File: config.mk
export PLATFORM = sky130hd
export DESIGN_NAME = uart_rx_fifo_flat
export DESIGN_NICKNAME = d
export VERILOG_FILES = /design/src/rtl/uart_pkg.sv /design/src/rtl/uart_rx_fifo_if.sv /design/src/rtl/uart_fifo_ram.sv /design/src/rtl/uart_rx_fifo.sv /design/src/flat_wrapper.sv
export SDC_FILE = /design/constraint.sdc
export NUM_CORES = 1
export LEC_CHECK = 0
export BUFFER_PORTS_ARGS = -buffer_cell sky130_fd_sc_hd__buf_2
export CORE_UTILIZATION = 40
export DETAILED_ROUTE_END_ITERATION = 7
export GPL_TIMING_DRIVEN = 1
export PLACE_DENSITY_LB_ADDON = 0.25
export SYNTH_ARGS = -nofsm -noshare
export SYNTH_HDL_FRONTEND = slang
export SYNTH_SLANG_ARGS = --single-unit
export TNS_END_PERCENT = 20
File: constraint.sdc
create_clock -name clk -period 4.16 [get_ports clk]
set_input_delay 0.416 -clock clk [delete_from_list [all_inputs] [get_ports clk]]
set_output_delay 0.416 -clock clk [all_outputs]
set_load 0.01 [all_outputs]
File: src/rtl/uart_pkg.sv
// Constants shared by the UART receive and transmit buffering blocks.
package uart_pkg;

    localparam int UART_DW         = 8;
    localparam int UART_FIFO_DEPTH = 16;

endpackage

File: src/rtl/uart_rx_fifo_if.sv
// Register/bus-side view of the UART receive FIFO: byte strobe in, FWFT read port out, status and config.
interface uart_rx_fifo_if #(
    parameter int DEPTH = uart_pkg::UART_FIFO_DEPTH
);
    localparam int AW = $clog2(DEPTH);

    logic                        cfg_clr;
    logic [AW:0]                 cfg_wm;
    logic [15:0]                 cfg_tmo;
    logic                        rx_valid;
    logic [uart_pkg::UART_DW-1:0] rx_data;
    logic                        rd_valid;
    logic [uart_pkg::UART_DW-1:0] rd_data;
    logic                        rd_ready;
    logic [AW:0]                 level;
    logic                        full;
    logic                        empty;
    logic                        ovf;
    logic                        ovf_clr;
    logic                        irq_wm;
    logic                        irq_tmo;

    modport master (
        output cfg_clr, cfg_wm, cfg_tmo, rx_valid, rx_data, rd_ready, ovf_clr,
        input  rd_valid, rd_data, level, full, empty, ovf, irq_wm, irq_tmo
    );

    modport slave (
        input  cfg_clr, cfg_wm, cfg_tmo, rx_valid, rx_data, rd_ready, ovf_clr,
        output rd_valid, rd_data, level, full, empty, ovf, irq_wm, irq_tmo
    );

endinterface

File: src/rtl/uart_fifo_ram.sv
// Register-array storage: synchronous write, asynchronous read, no reset.
module uart_fifo_ram #(
    parameter int DEPTH = uart_pkg::UART_FIFO_DEPTH,
    parameter int DW    = uart_pkg::UART_DW
) (
    input  logic                     clk,
    input  logic                     we,
    input  logic [$clog2(DEPTH)-1:0] waddr,
    input  logic [DW-1:0]            wdata,
    input  logic [$clog2(DEPTH)-1:0] raddr,
    output logic [DW-1:0]            rdata
);

    logic [DW-1:0] mem_q [DEPTH];

    always_ff @(posedge clk) begin
        if (we) begin
            mem_q[waddr] <= wdata;
        end
    end

    assign rdata = mem_q[raddr];

endmodule

File: src/rtl/uart_rx_fifo.sv
// UART receive buffer: captures strobed bytes, FWFT read port, fill level, sticky overflow,
// watermark and idle-timeout interrupts.
module uart_rx_fifo
    import uart_pkg::*;
#(
    parameter int DEPTH = UART_FIFO_DEPTH
) (
    input  logic           clk,
    input  logic           rst,
    uart_rx_fifo_if.slave  bus
);

    localparam int AW = $clog2(DEPTH);

    logic [AW:0]         wr_ptr_q, wr_ptr_d;
    logic [AW:0]         rd_ptr_q, rd_ptr_d;
    logic                ovf_q, ovf_d;
    logic [15:0]         tmo_cnt_q, tmo_cnt_d;

    logic [AW:0]         level_w;
    logic                full_w;
    logic                empty_w;
    logic                pop_w;
    logic                push_w;
    logic                drop_w;
    logic                ram_we;
    logic [UART_DW-1:0]  ram_rdata;

    // Pointers carry one extra MSB so equal low bits can still be told apart as full or empty.
    assign level_w = wr_ptr_q - rd_ptr_q;
    assign full_w  = (level_w == (AW+1)'(DEPTH));
    assign empty_w = (level_w == '0);

    assign pop_w  = !empty_w && bus.rd_ready;
    assign push_w = bus.rx_valid && (!full_w || pop_w);
    assign drop_w = bus.rx_valid && full_w && !pop_w;
    assign ram_we = push_w && !bus.cfg_clr;

    uart_fifo_ram #(
        .DEPTH (DEPTH),
        .DW    (UART_DW)
    ) u_ram (
        .clk   (clk),
        .we    (ram_we),
        .waddr (wr_ptr_q[AW-1:0]),
        .wdata (bus.rx_data),
        .raddr (rd_ptr_q[AW-1:0]),
        .rdata (ram_rdata)
    );

    always_comb begin
        wr_ptr_d  = wr_ptr_q;
        rd_ptr_d  = rd_ptr_q;
        ovf_d     = ovf_q;
        tmo_cnt_d = tmo_cnt_q;

        if (bus.cfg_clr) begin
            wr_ptr_d  = '0;
            rd_ptr_d  = '0;
            ovf_d     = 1'b0;
            tmo_cnt_d = '0;
        end else begin
            if (push_w) begin
                wr_ptr_d = wr_ptr_q + 1'b1;
            end
            if (pop_w) begin
                rd_ptr_d = rd_ptr_q + 1'b1;
            end

            // A drop in the same cycle as ovf_clr must leave the flag set.
            if (drop_w) begin
                ovf_d = 1'b1;
            end else if (bus.ovf_clr) begin
                ovf_d = 1'b0;
            end

            if (push_w || pop_w || empty_w) begin
                tmo_cnt_d = '0;
            end else if (tmo_cnt_q != 16'hFFFF) begin
                tmo_cnt_d = tmo_cnt_q + 16'd1;
            end
        end
    end

    always_ff @(posedge clk or posedge rst) begin
        if (rst) begin
            wr_ptr_q  <= '0;
            rd_ptr_q  <= '0;
            ovf_q     <= 1'b0;
            tmo_cnt_q <= '0;
        end else begin
            wr_ptr_q  <= wr_ptr_d;
            rd_ptr_q  <= rd_ptr_d;
            ovf_q     <= ovf_d;
            tmo_cnt_q <= tmo_cnt_d;
        end
    end

    // All outputs decode straight from registers, so an async reset clears them without a clock.
    assign bus.level    = level_w;
    assign bus.full     = full_w;
    assign bus.empty    = empty_w;
    assign bus.rd_valid = !empty_w;
    assign bus.rd_data  = empty_w ? '0 : ram_rdata;
    assign bus.ovf      = ovf_q;
    assign bus.irq_wm   = (bus.cfg_wm != '0) && (level_w >= bus.cfg_wm);
    assign bus.irq_tmo  = (bus.cfg_tmo != '0) && !empty_w && (tmo_cnt_q >= bus.cfg_tmo);

endmodule

File: src/flat_wrapper.sv
// flat-port wrapper written by rule: the top's interface ports become plain ports
module uart_rx_fifo_flat import uart_pkg::*;
#(
    parameter int DEPTH = UART_FIFO_DEPTH
)
  (clk, rst, bus_cfg_clr, bus_cfg_wm, bus_cfg_tmo, bus_rx_valid, bus_rx_data, bus_rd_ready, bus_ovf_clr, bus_rd_valid, bus_rd_data, bus_level, bus_full, bus_empty, bus_ovf, bus_irq_wm, bus_irq_tmo);
  uart_rx_fifo_if #(.DEPTH(DEPTH)) bus_i ();
  input  logic clk;
  input  logic rst;
  input wire logic [$bits(bus_i.cfg_clr)-1:0] bus_cfg_clr;
  input wire logic [$bits(bus_i.cfg_wm)-1:0] bus_cfg_wm;
  input wire logic [$bits(bus_i.cfg_tmo)-1:0] bus_cfg_tmo;
  input wire logic [$bits(bus_i.rx_valid)-1:0] bus_rx_valid;
  input wire logic [$bits(bus_i.rx_data)-1:0] bus_rx_data;
  input wire logic [$bits(bus_i.rd_ready)-1:0] bus_rd_ready;
  input wire logic [$bits(bus_i.ovf_clr)-1:0] bus_ovf_clr;
  output wire logic [$bits(bus_i.rd_valid)-1:0] bus_rd_valid;
  output wire logic [$bits(bus_i.rd_data)-1:0] bus_rd_data;
  output wire logic [$bits(bus_i.level)-1:0] bus_level;
  output wire logic [$bits(bus_i.full)-1:0] bus_full;
  output wire logic [$bits(bus_i.empty)-1:0] bus_empty;
  output wire logic [$bits(bus_i.ovf)-1:0] bus_ovf;
  output wire logic [$bits(bus_i.irq_wm)-1:0] bus_irq_wm;
  output wire logic [$bits(bus_i.irq_tmo)-1:0] bus_irq_tmo;
  assign bus_i.cfg_clr = bus_cfg_clr;
  assign bus_i.cfg_wm = bus_cfg_wm;
  assign bus_i.cfg_tmo = bus_cfg_tmo;
  assign bus_i.rx_valid = bus_rx_valid;
  assign bus_i.rx_data = bus_rx_data;
  assign bus_i.rd_ready = bus_rd_ready;
  assign bus_i.ovf_clr = bus_ovf_clr;
  assign bus_rd_valid = bus_i.rd_valid;
  assign bus_rd_data = bus_i.rd_data;
  assign bus_level = bus_i.level;
  assign bus_full = bus_i.full;
  assign bus_empty = bus_i.empty;
  assign bus_ovf = bus_i.ovf;
  assign bus_irq_wm = bus_i.irq_wm;
  assign bus_irq_tmo = bus_i.irq_tmo;
  uart_rx_fifo #(.DEPTH(DEPTH)) u_core (.clk(clk), .rst(rst), .bus(bus_i));
endmodule
==> results.md <==
Outcome:
- The run finished with clean final reports.

Clocking:
- The worst-case clock buffer depth is 2.
- In this run the post-CTS setup repair buffer count came out at 0.
- TritonCTS created 17 clock buffers.
- CTS built an H-tree with a depth of 4.
- The CTS tree is done.
- The quantity of hold-fixing buffers added after cts is 0.
- The insertion delay to the later sink of the worst-skew pair is 430 ps.
- Post-CTS repair changed the size of 0 cells.
- The clock drives 155 sinks.
- The register clock-pin slew on the reported worst setup and hold paths is 60 ps.
- The tree is rooted in a clkbuf_16.

Worst setup path:
- The largest delay contributor family on the critical path is simple AND/OR/NAND/NOR gates.
- The signal on the critical path passes through inv_1, ha_1, fa_1, xnor2_2, a211oi_2, nor2_4, nor3_4, buf_4, nor3_1.
- The worst path arrival time is 3630 ps.
- For the worst setup path, the data required time is 4200 ps.
- The kind of end point of the critical path is a flip-flop.
- In this design, the stage delay of the slowest critical-path cell is 1000 ps.
- The peak fanout along the critical path is 23.
- The highest-delay cell along the critical path is nor3_1.
- The startpoint type of the worst setup path is a flip-flop.
- The number of buffers and inverters on the critical path is 2.
- The setup check on the worst reg-to-reg path leaves a slack of 570 ps.
- The start-to-end type of the worst setup path is flip-flop to flip-flop.

STA:
- Setup repair after global routing left no endpoint under its margin.
- The clock arrives with 6.30 ps of skew.
- The total negative slack is 0 ps.
- In the post-route analysis, the smallest setup slack over all paths is 569 ps.
- The peak clock frequency supported by timing is 279 MHz.
- The hold violation count in the final report is 0.
- Setup violations remaining at the end of the flow were counted as 0.
- The number of max-slew violations in the final report came to 0.
- In this run the tightest slew margin relative to its limit is 19.2%.
- For the pin with the worst max-slew slack, the measured transition is 1200 ps.
- Dividing the final minimum period by the clock period gives 86.3%.
- For the finished layout, the period the worst path requires is 3590 ps.

Global route:
- The first global-routing pass estimated 25.1 mm of wire.
- The pin count of the biggest net entering global routing is 37.
- For this run the aggregate overflow at the end of global routing stands at 0.
- Global routing consumed, over all layers together, 18.9% of the routing resources.
- The number of antenna violations at the first check in global routing came to 1.
- The number of global-route vias before repair is 4,313.

Yosys:
- After synthesis, the share of flip-flops with an asynchronous set or reset is 17.4%.
- The count of distinct cell types in the synthesized netlist is 54.
- The biggest area consumer among synthesized cells is edfxtp_1.
- Each instance of the synthesized netlist takes up on average 15.7 µm².
- The commonest register cell after synthesis is edfxtp_1.
- The number of synthesized flops with an enable pin is 128.
- edfxtp_1 is the most common cell in the netlist.
- In the synthesized netlist, the cells that appear most often are 128 x edfxtp_1, 40 x mux4_2, 31 x ha_1.
- Synthesis produced a netlist with a net count of 530.
- In the post-synthesis netlist, the biggest area contributors are edfxtp_1 53%, mux4_2 12%, dfrtp_1 9.3%.
- The share of the Yosys chip area taken by registers is 62.1%.
- The number of warnings issued by yosys is 0.
- The post-synth design cell area is 7270 µm².
- After synthesis the netlist holds a flip-flop and latch count of 155.
- In the synthesized netlist, the number of instances is 463.
- After synthesis, the largest area contributor takes up 52.8% of total cell area.

Power and ir drop:
- The design internal power is 3.22 mW.
- The switching power is 1.40 mW.
- The share of power burned in combinational logic is 27.4%.
- Of the total power, the clock network draws 35.1%.
- Net switching is 30.3% of the power.
- The total power density per cell area is 545 nW/µm².
- The sequential group share of total power is 37.6%.
- The maximum resistive drop on vdd is 447 µV.
- The leakage power total is 3.14 nW.

Die:
- After floorplanning, the core was divided into 48 placement rows.
- The area of the die is 18,700 µm².
- The floorplan core area is 17,500 µm².
- The count of pins on the block boundary is 54.
- The die outline height is 137 µm.
- The initial core utilization is 41.5%.
- The die width is 137 µm.

Drt:
- Detailed routing inserted a total of 4,298 vias.
- Before antenna repair, the detailed router went through 5 iterations.
- The first-iteration detailed-routing DRC count is 375.
- After detailed routing, the total wire length is 16.1 mm.
- The number of antenna-violating nets in the routed design is 0.
- The routed length per instance is 21.2 µm.
- The via count normalized by instance count is 5.66.
- The remaining design rule violation count is 0.

Cells and area:
- In the final design database the tool counted 588 nets.
- The number of fill cells is 1,480.
- The total area of multi-input combinational cells is 2630 µm².
- The sequential cell area is 4520 µm².
- The finished layout holds 760 standard cells, fillers aside.
- Compared with the post-synthesis result, the final layout area differs by 16.6%.
- The fraction of layout instances using a drive strength above 1 is 29.6%.
- The final cell utilization of the core is 48.3%.

Flow run:
- The max-cap violation count is 0.

Placed design:
- The number of buffers added on ports is 53.
- The post-placement setup slack is 549 ps.
- The global placement routability congestion is 0.882.
- The number of placed instances, taps included is 727.
- Detailed placement finished with a half-perimeter wire length of 11.1 mm.

Worst hold path:
- The path class of the tightest hold or removal check is input port to async pin.
[per-stage QoR]
step                cell area, µm²  hold WS [ps]  total power, mW
floorplan                     7270           469             2.62
global placement              7850           554             3.02
detailed placement            7850           571             3.05
CTS                           8480           272             4.67
global route                  8480           336             4.85
finish                        8480           246             4.62
[cells by family after synthesis]
family                   count (synthesis)  share of synthesized area, %
flip-flops                             155                          62.1
AND/OR/NAND/NOR                        108                          8.72
AO/OA/AOI/OAI                           56                          5.50
buffers and inverters                   51                          2.80
multiplexers                            45                          13.1
adder cells (fa/ha/maj)                 32                          5.61
XOR/XNOR                                16                          2.13
[routing by layer]
| metal | vias up | global-route usage (%) | part of all wire, % |
|---|---|---|---|
| met5 | - | 0 | 0 |
| li1 | 1928 | - | - |
| met2 | 188 | 28.7 | 46 |
| met4 | 0 | 7.26 | 2.0 |
| met3 | 21 | 5.41 | 8.2 |
| met1 | 2161 | 25.6 | 44 |
[cell type report]
cell class	count	area share, %
flip-flops and latches	155	53.3
multi-input cells	257	31.0
clock buffers	17	5.02
repair buffers	58	3.57
well taps	225	3.32
clock inverters	15	2.36
inverters	32	1.42
diodes	1	0.0295
[worst paths after layout]
kind / from / endpoint / cells past startpoint
worst max-delay path: u_core.wr_ptr_q[0] / u_core.u_ram.mem_q[13][3] / 9
worst min-delay path: rst / u_core.bus.ovf / 2
worst max register to register: u_core.wr_ptr_q[0] / u_core.u_ram.mem_q[13][3] / 9
worst min register to register: u_core.rd_ptr_q[3] / u_core.rd_ptr_q[3] / 2
max in group asynchronous: rst / u_core.rd_ptr_q[0] / 2
min in group clk: bus_ovf_clr / u_core.bus.ovf / 4
[power by group through the flow]
stage,combinational (mW),clock (mW),sequential (mW)
final,1.27,1.62,1.74
after global routing,1.39,1.72,1.74
after CTS,1.28,1.65,1.74
after detailed placement,1.28,0,1.77
after global placement,1.26,0,1.77
after floorplan,0.855,0,1.76
[sequential cells by signal, indices dropped and copies added, names as in the netlist]
register and flops:
u_core.rd_ptr_q 5, u_core.bus.ovf 1, u_core.tmo_cnt_q 16, u_core.u_ram.mem_q 128
u_core.wr_ptr_q 5
[cell usage in the layout, fill, tap and decap left out, types with 4 or more instances in the layout]
master and n:
edfxtp_1 128, mux4_2 40, nor2_1 22, mux2i_1 4, nor4b_2 8, nor4_2 4, xnor2_1 7, a21o_1 10
ha_1 31, clkbuf_16 17, nand2_1 12, nor3_1 10, a21oi_1 15, buf_2 53, nor4_1 6, nor2b_1 12
dfrtp_1 26, o21a_1 11, xor2_1 7, inv_1 29, buf_4 5, nand3_1 8, nand4_1 5, inv_6 7
(Power assumes the default switching activity.)
